<file path="config.mk">
export PLATFORM = sky130hd
export DESIGN_NAME = load_store_unit
export DESIGN_NICKNAME = d
export VERILOG_FILES = /design/src/rtl/lsu_pkg.sv /design/src/rtl/lsu_decode.sv /design/src/rtl/load_store_unit.sv
export SDC_FILE = /design/constraint.sdc
export NUM_CORES = 1
export LEC_CHECK = 0
export ABC_CLOCK_PERIOD_IN_PS = 2400
export BUFFER_PORTS_ARGS = -buffer_cell sky130_fd_sc_hd__buf_4
export CAP_MARGIN = 20
export CORE_MARGIN = 2
export CORE_UTILIZATION = 50
export DETAILED_ROUTE_END_ITERATION = 10
export GPL_ROUTABILITY_DRIVEN = 0
export HOLD_SLACK_MARGIN = 0.15
export PLACE_DENSITY = 0.83
export SYNTH_ARGS = -nofsm -noshare
export SYNTH_HDL_FRONTEND = slang
export SYNTH_SLANG_ARGS = --single-unit
</file>
<file path="constraint.sdc">
create_clock -name clk -period 2.4 [get_ports clk]
set_clock_uncertainty 0.1 [all_clocks]
set_input_delay 0.48 -clock clk [delete_from_list [all_inputs] [get_ports clk]]
set_output_delay 0.48 -clock clk [all_outputs]
set_load 0.02 [all_outputs]
</file>
<file path="src/rtl/lsu_pkg.sv">
// Shared constants for the load/store unit: funct3 codes, data_mem access encodings,
// fault codes and FSM state values.
package lsu_pkg;

   localparam logic [2:0] F3Byte  = 3'b000;
   localparam logic [2:0] F3Half  = 3'b001;
   localparam logic [2:0] F3Word  = 3'b010;
   localparam logic [2:0] F3ByteU = 3'b100;
   localparam logic [2:0] F3HalfU = 3'b101;

   // mem_en layout: [3] signed, [2] write, [1:0] size
   localparam logic [3:0] EnNone = 4'b0000;
   localparam logic [3:0] EnSw   = 4'b0111;
   localparam logic [3:0] EnSh   = 4'b0110;
   localparam logic [3:0] EnSb   = 4'b0101;
   localparam logic [3:0] EnLw   = 4'b1011;
   localparam logic [3:0] EnLh   = 4'b1010;
   localparam logic [3:0] EnLhu  = 4'b0010;
   localparam logic [3:0] EnLb   = 4'b1001;
   localparam logic [3:0] EnLbu  = 4'b0001;

   localparam logic [1:0] SizeHalf = 2'b10;
   localparam logic [1:0] SizeWord = 2'b11;

   localparam logic [1:0] FaultNone     = 2'b00;
   localparam logic [1:0] FaultMisalign = 2'b01;
   localparam logic [1:0] FaultIllegal  = 2'b10;

   typedef logic [1:0] lsu_state_t;
   localparam lsu_state_t StIdle    = 2'd0;
   localparam lsu_state_t StAccess  = 2'd1;
   localparam lsu_state_t StCapture = 2'd2;
   localparam lsu_state_t StResp    = 2'd3;

endpackage

</file>
<file path="src/rtl/lsu_decode.sv">
// Combinational decode of funct3/we/address into a data_mem access encoding and fault code.
// Faulting requests always decode to EnNone so they can never reach memory.
module lsu_decode
   import lsu_pkg::*;
(
   input  logic [2:0] funct3,
   input  logic       we,
   input  logic [1:0] addr_lo,
   output logic [3:0] mem_en,
   output logic [1:0] fault
);

   logic [3:0] en_raw;

   always_comb begin
      en_raw = EnNone;
      case (funct3)
         F3Byte:  en_raw = we ? EnSb : EnLb;
         F3Half:  en_raw = we ? EnSh : EnLh;
         F3Word:  en_raw = we ? EnSw : EnLw;
         F3ByteU: en_raw = we ? EnNone : EnLbu;
         F3HalfU: en_raw = we ? EnNone : EnLhu;
         default: en_raw = EnNone;
      endcase
   end

   always_comb begin
      fault  = FaultNone;
      mem_en = en_raw;
      if (en_raw == EnNone) begin
         fault = FaultIllegal;
      end else if ((en_raw[1:0] == SizeHalf && addr_lo[0]) ||
                   (en_raw[1:0] == SizeWord && addr_lo != 2'b00)) begin
         fault = FaultMisalign;
      end
      if (fault != FaultNone) mem_en = EnNone;
   end

endmodule

</file>
<file path="src/rtl/load_store_unit.sv">
// Memory-stage LSU: one load/store per transaction, drives data_mem for one (store) or two
// (load) cycles and holds a registered response until write-back takes it.
module load_store_unit
   import lsu_pkg::*;
#(
   parameter int unsigned ADDR_W = 32,
   parameter int unsigned DATA_W = 32
) (
   input  logic              clk,
   input  logic              rst,
   input  logic              req_valid,
   output logic              req_ready,
   input  logic              req_we,
   input  logic [2:0]        req_funct3,
   input  logic [ADDR_W-1:0] req_addr,
   input  logic [DATA_W-1:0] req_wdata,
   input  logic [4:0]        req_rd,
   input  logic              flush,
   output logic [3:0]        mem_en,
   output logic [ADDR_W-1:0] mem_addr,
   output logic [DATA_W-1:0] mem_wdata,
   input  logic [DATA_W-1:0] mem_rdata,
   output logic              rsp_valid,
   input  logic              rsp_ready,
   output logic              rsp_is_load,
   output logic [4:0]        rsp_rd,
   output logic [DATA_W-1:0] rsp_data,
   output logic [1:0]        rsp_fault
);

   lsu_state_t        state_q, state_d;
   logic [3:0]        en_q;
   logic [ADDR_W-1:0] addr_q;
   logic [DATA_W-1:0] wdata_q;
   logic              is_load_q;
   logic [4:0]        rd_q;
   logic [DATA_W-1:0] data_q;
   logic [1:0]        fault_q;

   logic [3:0] dec_en;
   logic [1:0] dec_fault;
   logic       accept;

   lsu_decode u_decode (
      .funct3  (req_funct3),
      .we      (req_we),
      .addr_lo (req_addr[1:0]),
      .mem_en  (dec_en),
      .fault   (dec_fault)
   );

   assign req_ready = (state_q == StIdle);
   assign accept    = req_ready && req_valid && !flush;

   always_comb begin
      state_d = state_q;
      case (state_q)
         StIdle: begin
            if (accept) state_d = (dec_fault != FaultNone) ? StResp : StAccess;
         end
         // flush is deliberately ignored here so a started memory operation always completes
         StAccess:  state_d = en_q[2] ? StResp : StCapture;
         StCapture: state_d = flush ? StIdle : StResp;
         StResp: begin
            if (flush || rsp_ready) state_d = StIdle;
         end
         default:   state_d = StIdle;
      endcase
   end

   always_ff @(posedge clk) begin
      if (rst) begin
         state_q   <= StIdle;
         en_q      <= EnNone;
         addr_q    <= '0;
         wdata_q   <= '0;
         is_load_q <= 1'b0;
         rd_q      <= '0;
         data_q    <= '0;
         fault_q   <= FaultNone;
      end else begin
         state_q <= state_d;
         if (accept) begin
            en_q      <= dec_en;
            addr_q    <= req_addr;
            wdata_q   <= req_wdata;
            is_load_q <= !req_we;
            rd_q      <= req_we ? 5'd0 : req_rd;
            data_q    <= '0;
            fault_q   <= dec_fault;
         end
         if (state_q == StCapture) data_q <= mem_rdata;
      end
   end

   always_comb begin
      mem_en    = EnNone;
      mem_addr  = '0;
      mem_wdata = '0;
      if (state_q == StAccess || state_q == StCapture) begin
         mem_en   = en_q;
         mem_addr = addr_q;
      end
      if (state_q == StAccess) mem_wdata = wdata_q;
   end

   assign rsp_valid   = (state_q == StResp);
   assign rsp_is_load = is_load_q;
   assign rsp_rd      = rd_q;
   assign rsp_data    = data_q;
   assign rsp_fault   = fault_q;

endmodule

</file>
# ---- Word level (Yosys, flattened, before mapping)
# Index checks and enable logic that the tools add are counted.
dict set report totals {
  regBits 110
  elab_cells 56
  inputBits 110
}
dict set report op_classes {
  reduce_logical 16
  mux 21
  n_eq_ne 11
}
# op n
set ops {}
lappend ops {{two-way mux 32 bit} 4}
lappend ops {{two-way mux 4 bit} 5}
lappend ops {{one-hot mux 4 bit (5 select lines)} 1}
lappend ops {{two-way mux 2 bit} 6}
lappend ops {{equality test 2 bit, second input constant} 4}
lappend ops {{one-hot mux 2 bit (4 select lines)} 1}
lappend ops {{equality test 3 bit, second input constant} 2}
lappend ops {{nonzero test 2 bit} 3}
lappend ops {{two-way mux 5 bit} 1}
lappend ops {{logical AND 1 bit} 4}
lappend ops {{logical NOT 4 bit} 1}
lappend ops {{!= test 2 x 1 -> 1 bit, second input constant} 2}
lappend ops {{equality test 3 x 1 -> 1 bit, second input constant} 1}
lappend ops {{equality test 3 x 2 -> 1 bit, second input constant} 1}
lappend ops {{logical NOT 3 bit} 1}
lappend ops {{logical OR 1 bit} 3}
lappend ops {{two-way mux 1 bit} 3}
lappend ops {{equality test 2 x 1 -> 1 bit, second input constant} 1}
lappend ops {{logical NOT 1 bit} 2}
lappend ops {{logical NOT 2 bit} 1}
lappend ops {{AND reduction 2 bit} 1}

# ---- Logic depth before layout (Yosys ltp)
# Gate-level depths: netlist (run 1).
dict set report depth {
  word_depth 11
  ltp_mapped 7
  mapped_depth_nobuf 6
}

# ---- Hierarchy
# Synthesis (run 1) repeated with hierarchy kept, for this count alone.
dict set report hier_totals {
  hier_cells 588
  hier_area_um2 4675.7
}
# module n_inst cells_each area_each_um2
set by_module_without_submodules {}
lappend by_module_without_submodules {load_store_unit 1 566 4559.4}
lappend by_module_without_submodules {lsu_decode 1 22 116.4}

# ---- Least setup slack after synthesis (run 1)
# OpenSTA, ideal clock, no wires.
dict set report synth_path {
  path_type {reg2out}
  from {register state_q[0]}
  to {output mem_addr[10]}
  path_stages_with_launch 5
  arrival_ps 1231
  path_slack_ps 589
  path_cell_list {dfxtp_1 > inv_1 > ha_1 > clkbuf_1 > and2_1}
}
dict set report synth_between {
  elab_chain_cells 3
}
# item line
set synth_rtl {}
lappend synth_rtl {{from (decl)} load_store_unit.sv:31} ;# lsu_state_t state_q, state_d;
lappend synth_rtl {{from (signal assigned)} load_store_unit.sv:73} ;# state_q <= StIdle;
lappend synth_rtl {{from (signal assigned)} load_store_unit.sv:82} ;# state_q <= state_d;
lappend synth_rtl {{equality test 2 x 1 -> 1 bit / equality test 2 bit (equally long branches)} load_store_unit.sv:100} ;# if (state_q == StAccess || state_q == StCapture) begin
lappend synth_rtl {{logical OR 1 bit *} load_store_unit.sv:100}
lappend synth_rtl {{two-way mux 32 bit *} load_store_unit.sv:100}
lappend synth_rtl {{to (decl)} load_store_unit.sv:20} ;# output logic [ADDR_W-1:0] mem_addr,
# Mark *: on every way between the ends. The rest lies on a longest branch, timed or not.

# ---- Worst setup path in the final report (run 1)
dict set report layout_path {
  from {register state_q[0]}
  to {output mem_addr[23]}
}
# Same word-level chain as after synthesis.

==> flow_metrics.py, run 1 <==
metrics = {
    "outcome": {
        "outcome": "complete, no violations",
    },
    "die": {
        "ioPinCount": 220,
        "dieWidth_microns": 99.51,
        "initial_core_util_pct": 52.04,
        "coreArea_sq_um": 8763,
        "die_area_sq_um": 9901,
        "rows": 34,
        "fp.dieH_microns": 99.51,
    },
    "job": {
        "maxCapViolCount": 0,
    },
    "place": {
        "dp_hpwl_microns": 8773,
        "numPortBuffers": 219,
    },
    "synth": {
        "synth_area_sq_um": 4561,
        "netlist_top_cells_area": "dfxtp_1, nand2_1, a21oi_1, and2_1, nand3b_1",
        "synth_top_family_by_area": "simple AND/OR/NAND/NOR gates",
        "synthSimpleGateAreaFrac_pct": 32.18,
        "synth-compound-area-share_pct": 13.58,
        "ys_types": 29,
        "syn_area_per_cell_sq_um": 7.904,
        "synth_top_area_share_pct": 48.29,
        "synth-seq-area-share_pct": 48.29,
        "synth_warnings": 0,
        "synth_top_area_cell": "dfxtp_1",
        "synth_cells": 577,
        "ys_ff_latch": 110,
        "synth_xor_xnor_area_share_pct": 0,
        "muxShareOfSynthArea_pct": 0.2195,
        "synthAdderAreaFrac_pct": 1.097,
        "synth_nets": 691,
    },
    "pwr": {
        "combPwrFrac_pct": 35.8,
        "p_total_mw": 4.894,
        "p_int_mw": 3.156,
        "p_sw_share_pct": 35.51,
        "p_seq_share_pct": 44.3,
        "p_switching_mw": 1.738,
        "cellLeakagePower_nw": 2.790,
        "p_per_area_nw_per_um2": 762.6,
        "pwr-share-clk_pct": 19.9,
        "peakVddDrop_mv": 0.4697,
    },
    "routing": {
        "initialDrtViolationCount": 149,
        "wl_per_cell_microns": 13.79,
        "finalWirelength_microns": 12160,
        "ant_nets": 0,
        "num_vias": 4393,
        "vias_per_cell": 4.981,
        "dr.pass1.iters": 4,
        "drc_errors": 0,
    },
    "sta": {
        "setup_viol": 0,
        "grt_setup_unrepaired": "no",
        "drv_slew": 0,
        "hold_viol_final": 0,
        "setup-tns-final_ps": 0,
        "slew_headroom_pct": 66.73,
        "period_share_pct": 94.10,
        "layout_min_cycle_time_ps": 2258,
        "worst_slew_pin_slew_ps": 499.0,
        "fmax_mhz": 442.8,
    },
    "critical_path": {
        "worstReg2RegStart": "state_q[0]$_SDFFE_PP0P_",
        "cp.arrival_ps": 1680,
        "timing.rr.end": "state_q[1]$_SDFFE_PP0P_",
        "worst_setup_path_end_kind": "output port",
        "critPathRequiredTime_ps": 1820,
        "cp-startpoint": "state_q[0]$_SDFFE_PP0P_",
        "reg2regPathDepth": 7,
        "crit_type": "reg2out",
        "worst-path-max-fanout": 36,
        "reg2reg_setup_slack_ps": 580,
        "start_kind": "flop",
    },
    "global_route": {
        "grt_max_degree": 74,
        "gr-total-overflow": 0,
        "grt_pass1_wl_microns": 19310,
        "antenna_found_initial": 0,
        "grt_pass1_vias": 4107,
        "track_usage_pct": 24.03,
    },
    "clock_tree": {
        "h-tree-depth": 3,
        "clk_latency_ps": 350,
        "numCtsBuffers": 9,
        "root_buffer": "clkbuf_8",
        "post_cts_buffers": 0,
        "cts.sinks": 110,
        "post_cts_resized": 2,
        "clk_pin_slew_ps": 100,
        "cts_tree": "built",
        "hold_buffers": 0,
        "cts_buffer_depth": 2,
    },
    "cells_and_area": {
        "final_nets": 883,
        "post_route_cells_drive_above_1_share_pct": 31.91,
        "syn_to_final_growth_pct": 40.71,
        "multi_input_area_sq_um": 2168,
        "fin_util_pct": 73.23,
        "nFillCells": 727,
        "antennaDiodeCount": 0,
        "ff_latch_area_sq_um": 2202,
    },
    "worst_hold_path": {
        "holdCritPathClass": "in2reg",
        "hold_start": "req_wdata[21]",
        "hold_depth": 3,
        "min_delay_worst_endpoint": "wdata_q[21]$_SDFFE_PP0P_",
    },
}
[cell families (layout without fill, tap and decap cells)]
logic type               count (synthesis)  count (layout)
AO/OA/AOI/OAI                          117             117
adder cells (fa/ha/maj)                  4               4
buffers and inverters                   48             245
flip-flops                             110             110
multiplexers                             1               1
AND/OR/NAND/NOR                        297             297
[how the worst max path moves through the flow]
stage / to / cells past startpoint / slack, ps
floorplan: mem_addr[10] / 4 / 590
global placement: mem_addr[31] / 4 / 220
detailed placement: mem_addr[14] / 4 / 90
CTS: mem_addr[14] / 4 / 140
global route: mem_addr[13] / 4 / 1
finish: mem_addr[23] / 4 / 140
[layout by cell type (no fill, tap or decap), types with 5 or more instances in the layout]
cell	netlist	final
nor2_1	13	13
dfxtp_1	110	110
nand3_1	5	5
and2_1	68	68
clkbuf_8	0	9
buf_4	2	223
a21oi_1	107	107
nand3b_1	32	32
nand2_1	165	165
nor3b_1	6	6
[power by group through the flow]
| stage | Combinational, mW | Sequential, mW | Clock (mW) |
|---|---|---|---|
| floorplan | 0.975 | 2.30 | 0 |
| global placement | 1.66 | 2.20 | 0 |
| detailed placement | 1.72 | 2.21 | 0 |
| CTS | 1.76 | 2.17 | 1.00 |
| global route | 1.93 | 2.19 | 1.08 |
| finish | 1.75 | 2.17 | 0.975 |
[cell type report]
class	instances	area share (%)
Sequential cell	110	34.31
Multi-Input combinational cell	419	33.79
Timing Repair Buffer	226	27.02
Tap cell	108	2.106
Clock buffer	11	2.047
Clock inverter	5	0.5459
Inverter	3	0.1755
[state kept, by name, summed over array words and instances (netlist names)]
| signal | cells |
|---|---|
| rsp_rd | 5 |
| rsp_data | 32 |
| rsp_is_load | 1 |
| en_q | 4 |
| state_q | 2 |
| wdata_q | 32 |
| addr_q | 32 |
| rsp_fault | 2 |
[layer usage]
| layer | routed length [microns] | share of wire [%] | up-vias | track usage (%) |
|---|---|---|---|---|
| met5 | 0 | 0 | - | 0 |
| met4 | 195 | 1.6 | 0 | 8.641 |
| met3 | 976 | 8.0 | 16 | 6.395 |
| met2 | 5931 | 49 | 154 | 41.58 |
| met1 | 5060 | 42 | 1967 | 28.76 |
| li1 | - | - | 2256 | - |
[stage by stage]
| stage | hold slack, ps | instance area [sq um] | instances | setup WS [ps] |
|---|---|---|---|---|
| floorplan | 331.7 | 4561 | 577 | 588.9 |
| global placement | 337.6 | 6238 | 866 | 219.9 |
| detailed placement | 342.4 | 6238 | 866 | 86.28 |
| CTS | 246.9 | 6417 | 882 | 139.8 |
| global route | 241.2 | 6417 | 882 | 1.357 |
| finish | 264.2 | 6417 | 882 | 141.5 |
[critical path, cell delays in order, from the launching register on]
cell and delay (ps):
dfxtp_1 410, inv_1 120, ha_4 470, and2_1 190, buf_4 140
[synthesized netlist by cell type]
library cell  number
nand2_1          165
dfxtp_1          110
a21oi_1          107
and2_1            68
nand3b_1          32
clkbuf_1          24
buf_2             19
nor2_1            13
nor3b_1            6
nand3_1            5
ha_1               4
a22oi_1            3
a21o_1             2
buf_4              2
inv_1              2
nand2b_1           2
a2111oi_0          1
a211oi_1           1
a211oi_2           1
a21oi_2            1
a32oi_1            1
inv_2              1
mux2i_1            1
nand2b_2           1
nand3b_2           1
nand4b_1           1
nor2_4             1
nor3_1             1
nor4_1             1
Power figures use the tool's default switching activity.
==> inputs of run 2 (changes only) <==
--- a/config.mk
+++ b/config.mk
@@ -8,12 +8,12 @@
 export ABC_CLOCK_PERIOD_IN_PS = 2400
 export BUFFER_PORTS_ARGS = -buffer_cell sky130_fd_sc_hd__buf_4
 export CAP_MARGIN = 20
-export CORE_MARGIN = 2
 export CORE_UTILIZATION = 50
 export DETAILED_ROUTE_END_ITERATION = 10
 export GPL_ROUTABILITY_DRIVEN = 0
 export HOLD_SLACK_MARGIN = 0.15
-export PLACE_DENSITY = 0.83
+export PLACE_DENSITY = 0.82
 export SYNTH_ARGS = -nofsm -noshare
 export SYNTH_HDL_FRONTEND = slang
+export SYNTH_HIERARCHICAL = 1
 export SYNTH_SLANG_ARGS = --single-unit
==> run 2 against run 1 <==
Against the previous run:
- sequential cell count unchanged
- register-to-register slack about the same
- core utilization shrank 0.18 points
- cell area increased by 1.2%
- synthesized cell count rose by 1.9%
- critical endpoint is now mem_addr[0]
==> flow_metrics.py, run 2 <==
metrics = {
    "outcome": {
        "outcome": "complete, no violations",
    },
    "sta": {
        "slew_headroom_pct": 66.15,
        "setup_viol": 0,
        "layout_min_cycle_time_ps": 2250,
        "setup-tns-final_ps": 0,
        "worst_slew_pin_slew_ps": 507.7,
        "period_share_pct": 93.74,
        "whs_ps": 242.5,
        "grt_setup_unrepaired": "no",
        "fmax_mhz": 444.5,
        "hold_viol_final": 0,
        "drv_slew": 0,
    },
    "synth": {
        "synth_top_area_cell": "dfxtp_1",
        "ys_async_sr_fraction_pct": 0,
        "synth_edf_count": 0,
        "synth-seq-area-share_pct": 47.10,
        "syn_area_per_cell_sq_um": 7.952,
        "ys_ff_latch": 110,
        "synth_warnings": 6,
        "synth_top_area_share_pct": 47.10,
        "synth_ff_type": "dfxtp_1",
        "netlist_top_cells_area": "dfxtp_1, nand2_1, a21oi_1, and2_1, nand3b_1",
        "synth_common_cells": "nand2_1, dfxtp_1, a21oi_1, and2_1, nand3b_1",
        "ys_types": 29,
        "synth_area_sq_um": 4676,
        "synth_nets": 702,
        "synth_cells": 588,
        "yosysMostFrequentCell": "nand2_1",
    },
    "critical_path": {
        "worst-path-max-fanout": 36,
        "worstPathCellList": "inv_1, ha_4, and2_1, buf_4",
        "start_kind": "flop",
        "reg2regPathDepth": 6,
        "worstReg2RegStart": "state_q[1]$_SDFFE_PP0P_",
        "crit_type": "reg2out",
        "crit_slowest_cell": "ha_4",
        "critPathRequiredTime_ps": 1820,
        "critPathMaxStageDelay_ps": 460,
        "timing.rr.end": "rsp_is_load$_SDFFE_PP0P_",
        "worst_setup_path_end_kind": "output port",
        "cp-startpoint": "state_q[1]$_SDFFE_PP0P_",
        "cp.arrival_ps": 1670,
        "crit_end": "mem_addr[0]",
        "reg2reg_setup_slack_ps": 590,
    },
    "clock_tree": {
        "cts_tree": "built",
        "clk_pin_slew_ps": 100,
        "post_cts_buffers": 0,
        "cts_buffer_depth": 2,
        "numCtsBuffers": 9,
        "root_buffer": "clkbuf_8",
        "cts.sinks": 110,
        "clk_latency_ps": 370,
        "h-tree-depth": 3,
    },
    "place": {
        "dp_hpwl_microns": 8829,
        "place_area_sq_um": 6305,
        "numPortBuffers": 219,
        "place_inst": 875,
    },
    "routing": {
        "vias_per_cell": 5.112,
        "finalWirelength_microns": 12600,
        "initialDrtViolationCount": 174,
        "ant_nets": 0,
        "num_vias": 4550,
        "drc_errors": 0,
        "dr.pass1.iters": 4,
        "wl_per_cell_microns": 14.16,
    },
    "die": {
        "rows": 34,
        "coreArea_sq_um": 8891,
        "initial_core_util_pct": 52.59,
        "fp.dieH_microns": 98.70,
        "dieWidth_microns": 98.70,
        "ioPinCount": 220,
        "die_area_sq_um": 9742,
    },
    "cells_and_area": {
        "final_nets": 892,
        "ff_latch_area_sq_um": 2203,
        "nFillCells": 690,
        "fin_util_pct": 73.05,
        "fin_cells": 890,
        "post_route_cells_drive_above_1_share_pct": 32.74,
        "syn_to_final_growth_pct": 38.91,
        "final_cell_mix": "buf_4, nand2_1, dfxtp_1",
        "multi_input_area_sq_um": 2231,
        "antennaDiodeCount": 0,
        "final_common_cell": "buf_4",
        "finalInstanceArea_sq_um": 6495,
    },
    "global_route": {
        "gr-total-overflow": 0,
        "grt_pass1_wl_microns": 20210,
        "track_usage_pct": 25.93,
        "grt_pass1_vias": 4278,
        "antenna_found_initial": 0,
        "grt_max_degree": 65,
    },
    "worst_hold_path": {
        "holdCritPathClass": "in2reg",
    },
    "pwr": {
        "peakVddDrop_mv": 0.4692,
        "p_per_area_nw_per_um2": 771.9,
        "cellLeakagePower_nw": 2.770,
    },
    "job": {
        "maxCapViolCount": 0,
    },
}
==> run 2: changes by cell type after synthesis, sizes merged, moves of 3 or more <==
| cell | delta |
|---|---|
| nand3 | -5 |
| buf | +3 |
| nand2 | +14 |
| a22oi | -3 |
| nor3b | -4 |
| nand3b | +5 |
| nor2 | -6 |
==> run 2: cell type report <==
type / count / area share (%)
clock buffers: 10 / 1.965
clock inverters: 5 / 0.5587
inverters: 4 / 0.2312
multi-input cells: 427 / 34.35
flip-flops and latches: 110 / 33.92
well taps: 108 / 2.081
repair buffers: 226 / 26.89
==> run 2: worst min-delay path by stage <==
| stage | from | end | depth (start not counted) |
|---|---|---|---|
| floorplan | addr_q[0]$_SDFFE_PP0P_ | addr_q[0]$_SDFFE_PP0P_ | 2 |
| global placement | wdata_q[5]$_SDFFE_PP0P_ | wdata_q[5]$_SDFFE_PP0P_ | 2 |
| detailed placement | addr_q[28]$_SDFFE_PP0P_ | addr_q[28]$_SDFFE_PP0P_ | 2 |
| CTS | mem_rdata[17] | rsp_data[17]$_SDFFE_PP0P_ | 3 |
| global route | mem_rdata[19] | rsp_data[19]$_SDFFE_PP0P_ | 3 |
| finish | mem_rdata[17] | rsp_data[17]$_SDFFE_PP0P_ | 3 |
==> run 2: repair_timing <==
action | 4_1_cts | 5_1_grt
pin swaps | 0 | 1
hold buffers | 0 | 0
hold endpoints to repair | 0 | 0
endpoints found under the setup margin | 68 | 32
gates resized for setup | 3 | 2
==> run 2: cells by family (layout without fill, tap and decap cells) <==
logic type / count (synthesis) / count (layout) / synth area share, %
and+or+nand+nor: 303 / 303 / 31.68
AOI/OAI and AO/OA: 120 / 120 / 14.34
DFF: 110 / 110 / 47.10
buffers and inverters: 51 / 245 / 5.807
adders and majority gates: 4 / 4 / 1.070
==> run 2: metal layers <==
metal | vias to the layer above | track usage, % | part of all wire, %
met3 | 18 | 6.596 | 8.0
met1 | 2073 | 32.04 | 41
met5 | - | 0 | 0
met2 | 176 | 42.80 | 49
li1 | 2283 | - | -
met4 | 0 | 11.60 | 2.1
==> run 2: stage by stage <==
stage                     power [mW]  worst slack [ps]
after global placement         3.932             216.7
after floorplan                3.378             598.1
final                          5.013             150.2
after CTS                      5.033             58.00
after global routing           5.311             38.98
after detailed placement       3.997             137.9
==> run 2: critical path: cells and delay by family (launching register included) <==
kind,cells,cell delay [ps]
buffers and inverters,2,260
AND/OR/NAND/NOR,1,200
flip-flops,1,370
adder cells (fa/ha/maj),1,460
==> run 2: report_power, final <==
part,internal [mW],switching (mW),total [mW]
Sequential,2.05,0.116,2.17
Clock,0.375,0.617,0.992
Combinational,0.776,1.08,1.85
